File: src/rtl/lbist_pkg.sv
// Shared definitions for the LBIST session sequencer.
//   lbist_state_t : sequencer FSM state encoding.
//   shift_cnt_w() : width of the shift-cycle counter for a given chain length
//                   ($clog2 of the length, never less than 1 bit).
package lbist_pkg;

  typedef enum logic [2:0] {
    IDLE,
    INIT,
    SHIFT,
    CAPTURE,
    FLUSH,
    COMPARE,
    DONE
  } lbist_state_t;

  // SHIFT_CNT_W = $clog2(SHIFT_LEN), minimum 1.
  function automatic int unsigned shift_cnt_w(input int unsigned len);
    int unsigned w;
    w = $clog2(len);
    return (w < 1) ? 1 : w;
  endfunction

endpackage

File: src/rtl/lbist_dncnt.sv
// Loadable down-counter with terminal-count flag.
//   clk, rst_n : clock, asynchronous active-low reset
//   clr        : synchronous clear to zero (highest priority)
//   load       : load load_val (beats dec)
//   load_val   : value to load
//   dec        : decrement; saturates at zero so it can never wrap
//   count      : current count
//   tc         : count == 0
module lbist_dncnt #(
  parameter int unsigned W = 8
) (
  input  logic         clk,
  input  logic         rst_n,
  input  logic         clr,
  input  logic         load,
  input  logic [W-1:0] load_val,
  input  logic         dec,
  output logic [W-1:0] count,
  output logic         tc
);

  logic [W-1:0] count_q, count_d;

  always_comb begin
    count_d = count_q;
    if (clr) begin
      count_d = '0;
    end else if (load) begin
      count_d = load_val;
    end else if (dec && (count_q != '0)) begin
      count_d = count_q - W'(1);
    end
  end

  always_ff @(posedge clk or negedge rst_n) begin
    if (!rst_n) begin
      count_q <= '0;
    end else begin
      count_q <= count_d;
    end
  end

  assign count = count_q;
  assign tc    = (count_q == '0);

endmodule

File: src/rtl/lbist_seq_ctrl.sv
// LBIST session sequencer: INIT -> (SHIFT x SHIFT_LEN, CAPTURE) x num_patterns
// -> FLUSH x SHIFT_LEN -> COMPARE -> DONE, driving the TPG/scan/MISR datapath.
//   clk, rst_n   : clock, asynchronous active-low reset
//   start        : session request, honoured only in IDLE or DONE
//   abort        : synchronous return to IDLE from any state (beats start)
//   num_patterns : pattern count, captured when start is accepted
//   golden       : expected signature, held stable for the whole session
//   misr_sig     : MISR signature, sampled in COMPARE
//   tpg_init     : LFSR seed-load pulse (INIT)
//   misr_init    : MISR seed-reload pulse (INIT)
//   tpg_en       : advance LFSR (SHIFT)
//   scan_en      : 1 = shift, 0 = capture (SHIFT, FLUSH)
//   misr_en      : MISR compaction enable (SHIFT, FLUSH)
//   busy         : session in progress (INIT..COMPARE)
//   done         : session complete, held in DONE
//   pass         : registered compare result, valid while done
// Every output is a flop whose next value is decoded from the next state, so
// outputs change on the same edge as the state.
module lbist_seq_ctrl
  import lbist_pkg::*;
#(
  parameter int unsigned N         = 24,
  parameter int unsigned SHIFT_LEN = 16,
  parameter int unsigned PAT_W     = 16
) (
  input  logic             clk,
  input  logic             rst_n,
  input  logic             start,
  input  logic             abort,
  input  logic [PAT_W-1:0] num_patterns,
  input  logic [N-1:0]     golden,
  input  logic [N-1:0]     misr_sig,
  output logic             tpg_init,
  output logic             misr_init,
  output logic             tpg_en,
  output logic             scan_en,
  output logic             misr_en,
  output logic             busy,
  output logic             done,
  output logic             pass
);

  localparam int unsigned SHIFT_CNT_W = shift_cnt_w(SHIFT_LEN);
  localparam logic [SHIFT_CNT_W-1:0] SHIFT_LAST = SHIFT_CNT_W'(SHIFT_LEN - 1);

  lbist_state_t state_q, state_d;

  // Counter controls and status.
  logic                   shift_load, shift_dec, shift_tc;
  logic [SHIFT_CNT_W-1:0] shift_count;
  logic                   pat_load, pat_dec, pat_tc, pat_last;
  logic [PAT_W-1:0]       pat_count;
  logic [SHIFT_CNT_W-1:0] unused_shift_count;

  // Registered outputs.
  logic tpg_init_q, tpg_init_d;
  logic misr_init_q, misr_init_d;
  logic tpg_en_q, tpg_en_d;
  logic scan_en_q, scan_en_d;
  logic misr_en_q, misr_en_d;
  logic busy_q, busy_d;
  logic done_q, done_d;
  logic pass_q, pass_d;

  // ---------------------------------------------------------------------------
  // Next-state logic
  // ---------------------------------------------------------------------------
  always_comb begin
    state_d = state_q;
    unique case (state_q)
      IDLE:    if (start) state_d = INIT;
      INIT:    state_d = pat_tc ? COMPARE : SHIFT;
      SHIFT:   if (shift_tc) state_d = CAPTURE;
      // pat_count still holds the pre-decrement value here.
      CAPTURE: state_d = pat_last ? FLUSH : SHIFT;
      FLUSH:   if (shift_tc) state_d = COMPARE;
      COMPARE: state_d = DONE;
      DONE:    if (start) state_d = INIT;
      default: state_d = IDLE;
    endcase
    if (abort) begin
      state_d = IDLE;
    end
  end

  always_ff @(posedge clk or negedge rst_n) begin
    if (!rst_n) begin
      state_q <= IDLE;
    end else begin
      state_q <= state_d;
    end
  end

  // ---------------------------------------------------------------------------
  // Counters
  // ---------------------------------------------------------------------------
  // Pattern count is captured on the accepting edge, so INIT can already branch
  // on it and later num_patterns changes are ignored.
  assign pat_load = (state_d == INIT);
  assign pat_dec  = (state_q == CAPTURE);
  assign pat_last = (pat_count == PAT_W'(1));

  // Shift counter is reloaded on every entry into a SHIFT or FLUSH burst and
  // runs SHIFT_LEN-1 .. 0.
  assign shift_load = ((state_d == SHIFT) && (state_q != SHIFT)) ||
                      ((state_d == FLUSH) && (state_q != FLUSH));
  assign shift_dec  = (state_q == SHIFT) || (state_q == FLUSH);

  lbist_dncnt #(
    .W (SHIFT_CNT_W)
  ) u_shift_cnt (
    .clk      (clk),
    .rst_n    (rst_n),
    .clr      (abort),
    .load     (shift_load),
    .load_val (SHIFT_LAST),
    .dec      (shift_dec),
    .count    (shift_count),
    .tc       (shift_tc)
  );

  lbist_dncnt #(
    .W (PAT_W)
  ) u_pat_cnt (
    .clk      (clk),
    .rst_n    (rst_n),
    .clr      (abort),
    .load     (pat_load),
    .load_val (num_patterns),
    .dec      (pat_dec),
    .count    (pat_count),
    .tc       (pat_tc)
  );

  assign unused_shift_count = shift_count;

  // ---------------------------------------------------------------------------
  // Output decode from the next state
  // ---------------------------------------------------------------------------
  always_comb begin
    tpg_init_d  = 1'b0;
    misr_init_d = 1'b0;
    tpg_en_d    = 1'b0;
    scan_en_d   = 1'b0;
    misr_en_d   = 1'b0;
    busy_d      = 1'b0;
    done_d      = 1'b0;
    pass_d      = 1'b0;
    unique case (state_d)
      INIT: begin
        tpg_init_d  = 1'b1;
        misr_init_d = 1'b1;
        busy_d      = 1'b1;
      end
      SHIFT: begin
        tpg_en_d  = 1'b1;
        scan_en_d = 1'b1;
        misr_en_d = 1'b1;
        busy_d    = 1'b1;
      end
      CAPTURE: busy_d = 1'b1;
      FLUSH: begin
        scan_en_d = 1'b1;
        misr_en_d = 1'b1;
        busy_d    = 1'b1;
      end
      COMPARE: busy_d = 1'b1;
      DONE: begin
        done_d = 1'b1;
        // misr_sig is stable in COMPARE: the last compaction was the edge before.
        pass_d = (state_q == COMPARE) ? (misr_sig == golden) : pass_q;
      end
      default: ;
    endcase
  end

  always_ff @(posedge clk or negedge rst_n) begin
    if (!rst_n) begin
      tpg_init_q  <= 1'b0;
      misr_init_q <= 1'b0;
      tpg_en_q    <= 1'b0;
      scan_en_q   <= 1'b0;
      misr_en_q   <= 1'b0;
      busy_q      <= 1'b0;
      done_q      <= 1'b0;
      pass_q      <= 1'b0;
    end else begin
      tpg_init_q  <= tpg_init_d;
      misr_init_q <= misr_init_d;
      tpg_en_q    <= tpg_en_d;
      scan_en_q   <= scan_en_d;
      misr_en_q   <= misr_en_d;
      busy_q      <= busy_d;
      done_q      <= done_d;
      pass_q      <= pass_d;
    end
  end

  assign tpg_init  = tpg_init_q;
  assign misr_init = misr_init_q;
  assign tpg_en    = tpg_en_q;
  assign scan_en   = scan_en_q;
  assign misr_en   = misr_en_q;
  assign busy      = busy_q;
  assign done      = done_q;
  assign pass      = pass_q;

endmodule
File: config.mk
export PLATFORM = sky130hd
export DESIGN_NAME = lbist_seq_ctrl
export DESIGN_NICKNAME = d
export VERILOG_FILES = /design/src/rtl/lbist_pkg.sv /design/src/rtl/lbist_dncnt.sv /design/src/rtl/lbist_seq_ctrl.sv
export SDC_FILE = /design/constraint.sdc
export NUM_CORES = 1
export LEC_CHECK = 0
export CORE_MARGIN = 2
export CORE_UTILIZATION = 30
export CTS_CLUSTER_SIZE = 25
export DETAILED_ROUTE_END_ITERATION = 7
export DONT_BUFFER_PORTS = 1
export PLACE_DENSITY_LB_ADDON = 0.05
export SYNTH_ARGS = -nofsm -noshare
export SYNTH_HDL_FRONTEND = slang
export SYNTH_SLANG_ARGS = --single-unit
export TNS_END_PERCENT = 50
File: constraint.sdc
create_clock -name clk -period 3.4 [get_ports clk]
set_clock_uncertainty 0.15 [all_clocks]
set_input_delay 1.02 -clock clk [delete_from_list [all_inputs] [get_ports clk]]
set_output_delay 1.02 -clock clk [all_outputs]
set_load 0.1 [all_outputs]
======== Word level (Yosys, flattened, before mapping) ========
Index checks and enable logic that the tools add are counted.
operators by class
  $add $sub $neg .......................... 2
  equality and inequality tests ........... 17
  mux-type cells .......................... 20
  reduce and logical (&&, ||, !) cells .... 16
operators by type and width
  operator                 count
  $mux W16                 3
  $eq A24 B24 Y1           1
  $eq A3 B3 Y1 const B     6
  $mux W3                  6
  $pmux W3 S6              1
  $eq A16 B1 Y1 const B    1
  $logic_not A16 Y1        1
  $reduce_bool A16 Y1      1
  $sub A16 B1 Y16 const B  1
  $eq A3 B2 Y1 const B     4
  $mux W4                  3
  $mux W1                  7
  $eq A3 B1 Y1 const B     2
  $reduce_bool A3 Y1       2
  $reduce_or A5 Y1         1
  $logic_and A1 B1 Y1      4
  $logic_not A4 Y1         1
  $reduce_bool A4 Y1       1
  $reduce_or A2 Y1         2
  $sub A4 B1 Y4 const B    1
  $logic_not A3 Y1         1
  $ne A3 B2 Y1 const B     1
  $ne A3 B3 Y1 const B     1
  $logic_or A1 B1 Y1       2
  $ne A2 B2 Y1 const B     1
storage, ports and cells
  register bits ........................... 29
  input bits .............................. 68
  logic and storage cells ................. 64

======== Longest topological paths before layout ========
Gate-level depths: netlist (run 1).
  word-level depth ........................ 9
  gate-level depth with buffers ........... 8
  mapped depth without buffers ............ 8

======== Hierarchy ========
Synthesis (run 1) repeated with hierarchy kept, for this count alone.
second synthesis, totals
  cell total of the unflattened synthesis .. 250
  area total of the unflattened synthesis .. 2,169.6 µm²
by module, submodules not included
  module                      instances  cells an instance  area an instance (µm²)
  lbist_dncnt at u_pat_cnt    1          124                1,072.3
  lbist_seq_ctrl              1          95                 804.5
  lbist_dncnt at u_shift_cnt  1          31                 292.8

======== Least setup slack after synthesis (run 1) ========
No wires, ideal clock.
  kind .................................... register to register
  start point ............................. register u_pat_cnt.count_q[11] (netlist: u_pat_cnt.count[11])
  end point ............................... register u_shift_cnt.count_q[2] (netlist: u_shift_cnt.count[2])
  data arrival time ....................... 2.457 ns
  data required time ...................... 3.124 ns
  path slack .............................. 0.667 ns
  cell stages (with the launch flop) ...... 8
  buffers on the path ..................... 1
  cells stage by stage .................... dfrtp_1 or4_4 or4b_4 buf_6 o41a_1 nand2b_2 a21oi_2 a221o_1
between the ends
  longest elaborated chain between the ends .. 9
  elaborated cells on any way between the ends .. 14
  classes of those cells .................. 3 x eq/ne; 6 x mux; 5 x reduce/logical
RTL lines
  item                                                RTL line                                      RTL
  start: declaration                                  lbist_dncnt.sv:22                             logic [W-1:0] count_q, count_d;
  start signal: assignment                            lbist_dncnt.sv:39                             count_q <= count_d;
  $eq A16 B1 Y1 or $logic_not A16 Y1 (tied branches)  lbist_seq_ctrl.sv:101, lbist_dncnt.sv:44
  $mux W3, on equally long branches                   lbist_seq_ctrl.sv:75, lbist_seq_ctrl.sv:72
  $pmux W3 S6 *                                       lbist_seq_ctrl.sv:70                          unique case (state_q)
  $mux W3 *                                           lbist_seq_ctrl.sv:81                          if (abort) begin
  $eq A3 B2 Y1 or $eq A3 B3 Y1 (tied branches)        lbist_seq_ctrl.sv:105, lbist_seq_ctrl.sv:106
  $logic_and A1 B1 Y1, on equally long branches       lbist_seq_ctrl.sv:105, lbist_seq_ctrl.sv:106
  $logic_or A1 B1 Y1 *                                lbist_seq_ctrl.sv:105                         assign shift_load = ((state_d == SHIFT) && (state_q != SHIFT)) ||
  $mux W4                                             lbist_dncnt.sv:28                             end else if (load) begin
  $mux W4                                             lbist_dncnt.sv:26                             if (clr) begin
  end signal: assignment                              lbist_dncnt.sv:39
  end: declaration                                    lbist_dncnt.sv:22
Mark *: on every way between the ends. The rest lies on a longest branch, timed or not.
A chain may end at the register's enable or synchronous reset.

======== Worst setup path after layout (run 1) ========
Same ends and word-level chain as after synthesis.

==> results of run 1 <==
-- cells by family after synthesis --
| logic type | synth area share |
|---|---|
| adder cells (fa/ha/maj) | 0.02546 |
| multiplexers | 0.01082 |
| flip-flops | 0.3692 |
| buffers and inverters | 0.04010 |
| XOR/XNOR | 0.1738 |
| AND/OR/NAND/NOR | 0.2171 |
| AO/OA/AOI/OAI | 0.1636 |
-- worst paths after layout --
path                                     start              endpoint  cells past startpoint
hold reg to reg            u_pat_cnt.count[14]   u_pat_cnt.count[14]                      2
hold / removal                           rst_n                  busy                      0
max in group asynchronous                rst_n               misr_en                      0
setup / recovery           u_pat_cnt.count[11]  u_shift_cnt.count[2]                      6
min in group clk           u_pat_cnt.count[14]   u_pat_cnt.count[14]                      2
setup reg to reg           u_pat_cnt.count[11]  u_shift_cnt.count[2]                      6
-- power groups by stage --
stage	registers, mW	logic, mW	clock network, mW
floorplan	0.582	0.482	0
global placement	0.654	0.483	0
detailed placement	0.652	0.488	0
CTS	0.648	0.491	0.308
global route	0.664	0.549	0.324
finish	0.648	0.486	0.293
-- placed cells by master (no fill, tap or decap), types with 4 or more instances in the layout --
cell type / synthesis / routed
xnor2_1: 31 / 31
nor2_1: 29 / 29
dfrtp_1: 29 / 27
a211oi_1: 15 / 15
nor3_1: 10 / 10
xor2_1: 8 / 8
inv_1: 7 / 7
nand4_1: 6 / 6
clkbuf_8: 0 / 6
nand2_1: 5 / 5
nor2b_1: 4 / 4
ha_1: 4 / 4
-- state kept, by name, indices dropped and copies added, names as in the netlist --
| name | flops |
|---|---|
| busy | 1 |
| done | 1 |
| misr_en | 1 |
| misr_init | 1 |
| pass | 1 |
| state_q | 3 |
| tpg_en | 1 |
| u_pat_cnt.count | 16 |
| u_shift_cnt.count | 4 |
-- critical path: stages, from the launching register on --
cell	delay, ps
dfrtp_1	420
or4_4	580
or4b_4	610
o41a_1	440
nand2b_2	120
a21oi_2	70
a221o_1	320
-- routing by layer --
metal  vias to the layer above  track usage  wire length [µm]
met2                        47       0.2202              2262
met1                       717       0.1513              1824
met3                         4      0.04961               304
met4                         0      0.03896                42
met5                         -            0                 0
li1                        750            -                 -
-- cell usage after synthesis (2+ instances only) --
cell type,count,area share
nor3_1,10,0.025
clkbuf_1,7,0.013
a211oi_1,15,0.057
nor2_1,29,0.055
buf_4,2,0.0076
a221o_1,2,0.010
nand4_1,6,0.019
nand2b_1,3,0.0095
inv_1,7,0.013
o21bai_1,2,0.0076
ha_1,4,0.025
nor4b_1,2,0.0089
nand3_1,2,0.0051
nor4_1,3,0.0095
or3_1,2,0.0064
nand2_1,5,0.0095
a221oi_1,2,0.0089
or4_1,3,0.011
a31o_2,2,0.0089
dfrtp_1,29,0.37
a21oi_1,3,0.0076
nor2b_1,4,0.013
xnor2_1,31,0.14
o21ai_0,2,0.0051
xor2_1,8,0.036
-- cell type report --
| class | count | area (µm²) | share of cell area |
|---|---|---|---|
| clock buffers | 8 | 90.09 | 0.04270 |
| repair buffers | 1 | 7.507 | 0.003559 |
| well taps | 77 | 96.34 | 0.04567 |
| inverters | 7 | 26.28 | 0.01246 |
| multi-input cells | 164 | 1161 | 0.5504 |
| flip-flops and latches | 29 | 728.2 | 0.3452 |
-- per-stage QoR --
| stage | setup WS (ps) | instances | utilization |
|---|---|---|---|
| 3_3_place_gp | 648.4 | 278 | 0.3180 |
| 4_1_cts | 586.0 | 286 | 0.3322 |
| 5_1_grt | 502.3 | 286 | 0.3322 |
| 6_report | 591.8 | 286 | 0.3322 |
| 3_5_place_dp | 575.5 | 278 | 0.3180 |
| 2_1_floorplan | 667.3 | 210 | - |
==> out/results.tsv, run 1 <==
metric	value	unit
clock network fraction of design power	0.205	
Vias per Instance	5.308	
WL final	4433	µm
maximum fanout encountered on the critical timing path	8	
number of antenna violations at the first check in global routing	0	
worst IR drop on VDD	0.3410	mV
n_diodes	0	
Final nets	280	
slew at the pin closest to its max-slew limit	940.8	ps
number of buffers inserted by hold repair at cts	0	
number of max-slew violations in the final report	0	
shortest period the worst path allows	2808	ps
arrival time at the worst endpoint	2820	ps
proportion of power drawn by flip-flops and latches	0.455	
post-synthesis net count	282	
routed vias	1518	
type of destination of the critical path	register	
total half-perimeter wirelength after legalization and detailed placement	3397	µm
remaining design rule violation count	0	
per-instance average area after synthesis	9.360	µm²
global-route wire length before repair	7403	µm
part of the Yosys area used for sequential elements	0.3692	
WS Path Type	register to register	
Highest Clock Rate	0.3561	GHz
Setup Viol. Count Final	0	
power density normalized to cell area	676.3	mW/mm²
Internal	0.8139	mW
normalized max-slew margin	0.3746	
CTS clock-pin slew for the worst setup and hold paths	70	ps
Min Hold Slack	282.2	ps
Critical Path Source Type	register	
gate count after technology mapping	210	
gr usage total	0.1296	
die height	84.95	µm
post-synthesis cell type count	50	
weighted congestion at the end of routability-driven global placement	0.8288	
max capacitance violation total	0	
Netlist Area Pre-Place	0.001966	mm²
worst min-delay path class	primary input to async pin	
CP Data Required Time	3410	ps
violation count after the first detailed-route iteration	47	
power consumption	1.427	mW
router iterations before antenna repair	4	
share of the clock period used by the worst path	0.8260	
most frequently used flop master after synthesis	dfrtp_1	
clock buffer count from CTS	5	
post-CTS repair timing setup buffer count	0	
count of clock tree sinks	29	
post-route cell area	0.002110	mm²
largest net degree at the start of global routing	34	
total of cells resized after clock tree synthesis	0	
overall die width	84.95	µm
detailed-route wire length per cell	15.50	µm
Longest Clk Path Bufs	2	
area post-placement	0.002019	mm²
setup slack of the worst register-to-register path	590	ps
starting density of the core	0.3096	
final hold vios	0	
root buf cell	clkbuf_8	
result of the run	finished clean	
fraction of registers with async set or reset after synthesis	1.000	
area of the core	0.006350	mm²
PortBufs	0	
total negative setup slack	0	ps
Synth Register Bits	29	
worst-skew pair later-pin latency	280	ps
number of antenna-violating nets in the routed design	0	
overflow left after global routing	0	
Leak	0.8100	nW
number of global-route vias before repair	1593	
Psw	0.6126	mW
unrepaired setup endpoints after global routing	false	
Synth-to-Final Area Change	7.320	%
fraction of layout instances using a drive strength above 1	0.1053	
CTS H-Tree Depth	2	
IO Pins	76	
Warnings, synthesis	0	
Combinational Power Share	0.340	
clock tree from TritonCTS	yes	
filler instances	663	
Core Rows	29	
DIE AREA	0.007216	mm²
sw frac	0.4294	
number of flops mapped to enable cells by yosys	0	
(Power assumes the default switching activity.)
==> inputs of run 2 (changes only) <==
- ABC_AREA: unset -> 1
- clock period: 3.4 -> 2.6 ns (I/O delays scaled with it)
==> out/results.tsv, run 2 <==
metric	value	unit
result of the run	finished clean	
per-instance average area after synthesis	7.295	µm²
largest net degree at the start of global routing	30	
Leak	1.179	nW
max capacitance violation total	0	
type of destination of the critical path	register	
die height	88.70	µm
proportion of power drawn by flip-flops and latches	0.258	
clock buffer count from CTS	5	
most frequently used flop master after synthesis	dfrtp_1	
CTS H-Tree Depth	2	
total half-perimeter wirelength after legalization and detailed placement	3778	µm
slew at the pin closest to its max-slew limit	548.0	ps
Final nets	377	
starting density of the core	0.3133	
DIE AREA	0.007867	mm²
WL final	4920	µm
n_diodes	0	
most common cell after layout, fill and taps aside	nand2_1	
Netlist Area Pre-Place	0.002152	mm²
number of max-slew violations in the final report	0	
total negative setup slack	0	ps
area of the core	0.006869	mm²
clock network fraction of design power	0.130	
cell with the biggest individual delay on the critical path	dfrtp_1	
maximum fanout encountered on the critical timing path	17	
Warnings, synthesis	0	
fraction of registers with async set or reset after synthesis	1.000	
overflow left after global routing	0	
Synth-to-Final Area Change	12.03	%
number of flops mapped to enable cells by yosys	0	
sw frac	0.5145	
Highest Clock Rate	0.4511	GHz
dominant cell type by area after synthesis	dfrtp_1	
Synth Register Bits	29	
normalized max-slew margin	0.6376	
Longest Clk Path Bufs	2	
part of the Yosys area used for sequential elements	0.3372	
post-synthesis net count	367	
number of antenna violations at the first check in global routing	0	
cell types occupying the most area after synthesis	dfrtp_1 34%, nand2_1 19%, xnor2_1 8.5%, xor2_1 6.9%, inv_1 4.0%	
PortBufs	0	
count of clock tree sinks	29	
Vias per Instance	4.512	
number of global-route vias before repair	1834	
top cells by count, synth	107 x nand2_1, 29 x dfrtp_1, 23 x inv_1	
global-route wire length before repair	8418	µm
Crit path largest cell delay	410	ps
setup slack at placement	239.2	ps
worst-skew pair later-pin latency	270	ps
shortest period the worst path allows	2217	ps
final hold vios	0	
total of cells resized after clock tree synthesis	0	
flip-flop count of the largest register after layout	16	
IO Pins	76	
weighted congestion at the end of routability-driven global placement	0.7489	
CTS clock-pin slew for the worst setup and hold paths	60	ps
remaining design rule violation count	0	
Cell Chain, Critical Path	inv_1 -> ha_1 -> nand2_1 -> nor2_2 -> nand2_1 -> nand2_1 -> nand3_1 -> nand2_2 -> nand3_4 -> inv_6 -> nor2_8 -> nor2_8 -> nand2_1 -> nand2_1	
Core Rows	30	
root buf cell	clkbuf_8	
post-CTS repair timing setup buffer count	0	
gate count after technology mapping	295	
worst IR drop on VDD	0.5008	mV
most frequent CP cell	nand2_1	
power density normalized to cell area	1203	mW/mm²
fraction of layout instances using a drive strength above 1	0.1013	
arrival time at the worst endpoint	2280	ps
detailed-route wire length per cell	12.24	µm
unrepaired setup endpoints after global routing	false	
slack of the critical path	383.1	ps
CP Data Required Time	2660	ps
Internal	1.408	mW
router iterations before antenna repair	4	
clock tree from TritonCTS	yes	
routed vias	1814	
number of buffers inserted by hold repair at cts	0	
fraction of post-synthesis cell area in the top cell type by area	0.3372	
gr usage total	0.1375	
Critical Path Source Type	register	
Combinational Power Share	0.612	
Setup Viol. Count Final	0	
violation count after the first detailed-route iteration	57	
most frequent cells in the layout	107 x nand2_1, 27 x dfrtp_1, 23 x inv_1	
most frequently used cell type in the post-synthesis netlist	nand2_1	
Psw	1.492	mW
worst min-delay path class	primary input to async pin	
number of antenna-violating nets in the routed design	0	
post-synthesis cell type count	27	
WS Path Type	register to register	
overall die width	88.70	µm
share of the clock period used by the worst path	0.8527	
==> run 2: critical path: cells and delay by family (launching register included) <==
family,cells,cell delay (ps)
simple gates,11,1160
fa+ha+maj,1,150
flops,1,410
buf+inv,2,280
==> run 2: layout make-up <==
class                      count  area (µm²)
sequential                    29       728.2
timing repair buffer           9       92.59
tap                           96       120.1
inverter                      25       98.84
fill                         767        4458
multi-input combinational    235        1281
clock buffer                   8       90.09
==> run 2: per-layer routing <==
metal / global-route usage / part of all wire / vias up / wire length (µm)
li1: - / - / 949 / -
met1: 0.1712 / 0.46 / 821 / 2240
met2: 0.2395 / 0.49 / 42 / 2395
met3: 0.03545 / 0.052 / 2 / 254
met4: 0.02893 / 0.0061 / 0 / 30
met5: 0 / 0 / - / 0
==> run 2: power by group through the flow <==
stage                     Clock, mW  Combinational (mW)  Sequential (mW)
after global placement            0                1.76            0.764
final                         0.377                1.78            0.749
after detailed placement          0                1.74            0.756
after CTS                     0.403                1.75            0.750
after global routing          0.425                2.03            0.773
after floorplan                   0                1.28            0.933
==> run 2: final timing paths <==
kind,from,slack [ps],cells after the start,to
setup / recovery,u_pat_cnt.count[0],380,14,u_pat_cnt.count[5]
hold / removal,rst_n,50,0,u_pat_cnt.count[6]
setup reg to reg,u_pat_cnt.count[0],380,14,u_pat_cnt.count[5]
hold reg to reg,u_pat_cnt.count[1],360,2,u_pat_cnt.count[1]
max in group asynchronous,rst_n,2160,0,misr_en
min in group clk,u_pat_cnt.count[1],360,2,u_pat_cnt.count[1]
==> run 2: per-stage QoR <==
| stage | std cells | util | power (mW) | area [µm²] | hold slack [ps] |
|---|---|---|---|---|---|
| floorplan | 295 | - | 2.217 | 2152 | 321.5 |
| global placement | 392 | 0.3321 | 2.520 | 2281 | 335.1 |
| detailed placement | 392 | 0.3321 | 2.501 | 2281 | 335.2 |
| CTS | 400 | 0.3452 | 2.904 | 2371 | 36.13 |
| global route | 402 | 0.3510 | 3.225 | 2411 | 25.05 |
| finish | 402 | 0.3510 | 2.900 | 2411 | 48.71 |
==> run 2: cells by family (layout without fill, tap and decap cells) <==
group	count (synthesis)	after routing	share of synthesized area
XOR/XNOR	38	38	0.1547
flip-flops	29	29	0.3372
buffers and inverters	31	42	0.06744
adder cells (fa/ha/maj)	4	4	0.02326
AND/OR/NAND/NOR	174	174	0.3733
AO/OA/AOI/OAI	19	19	0.04418
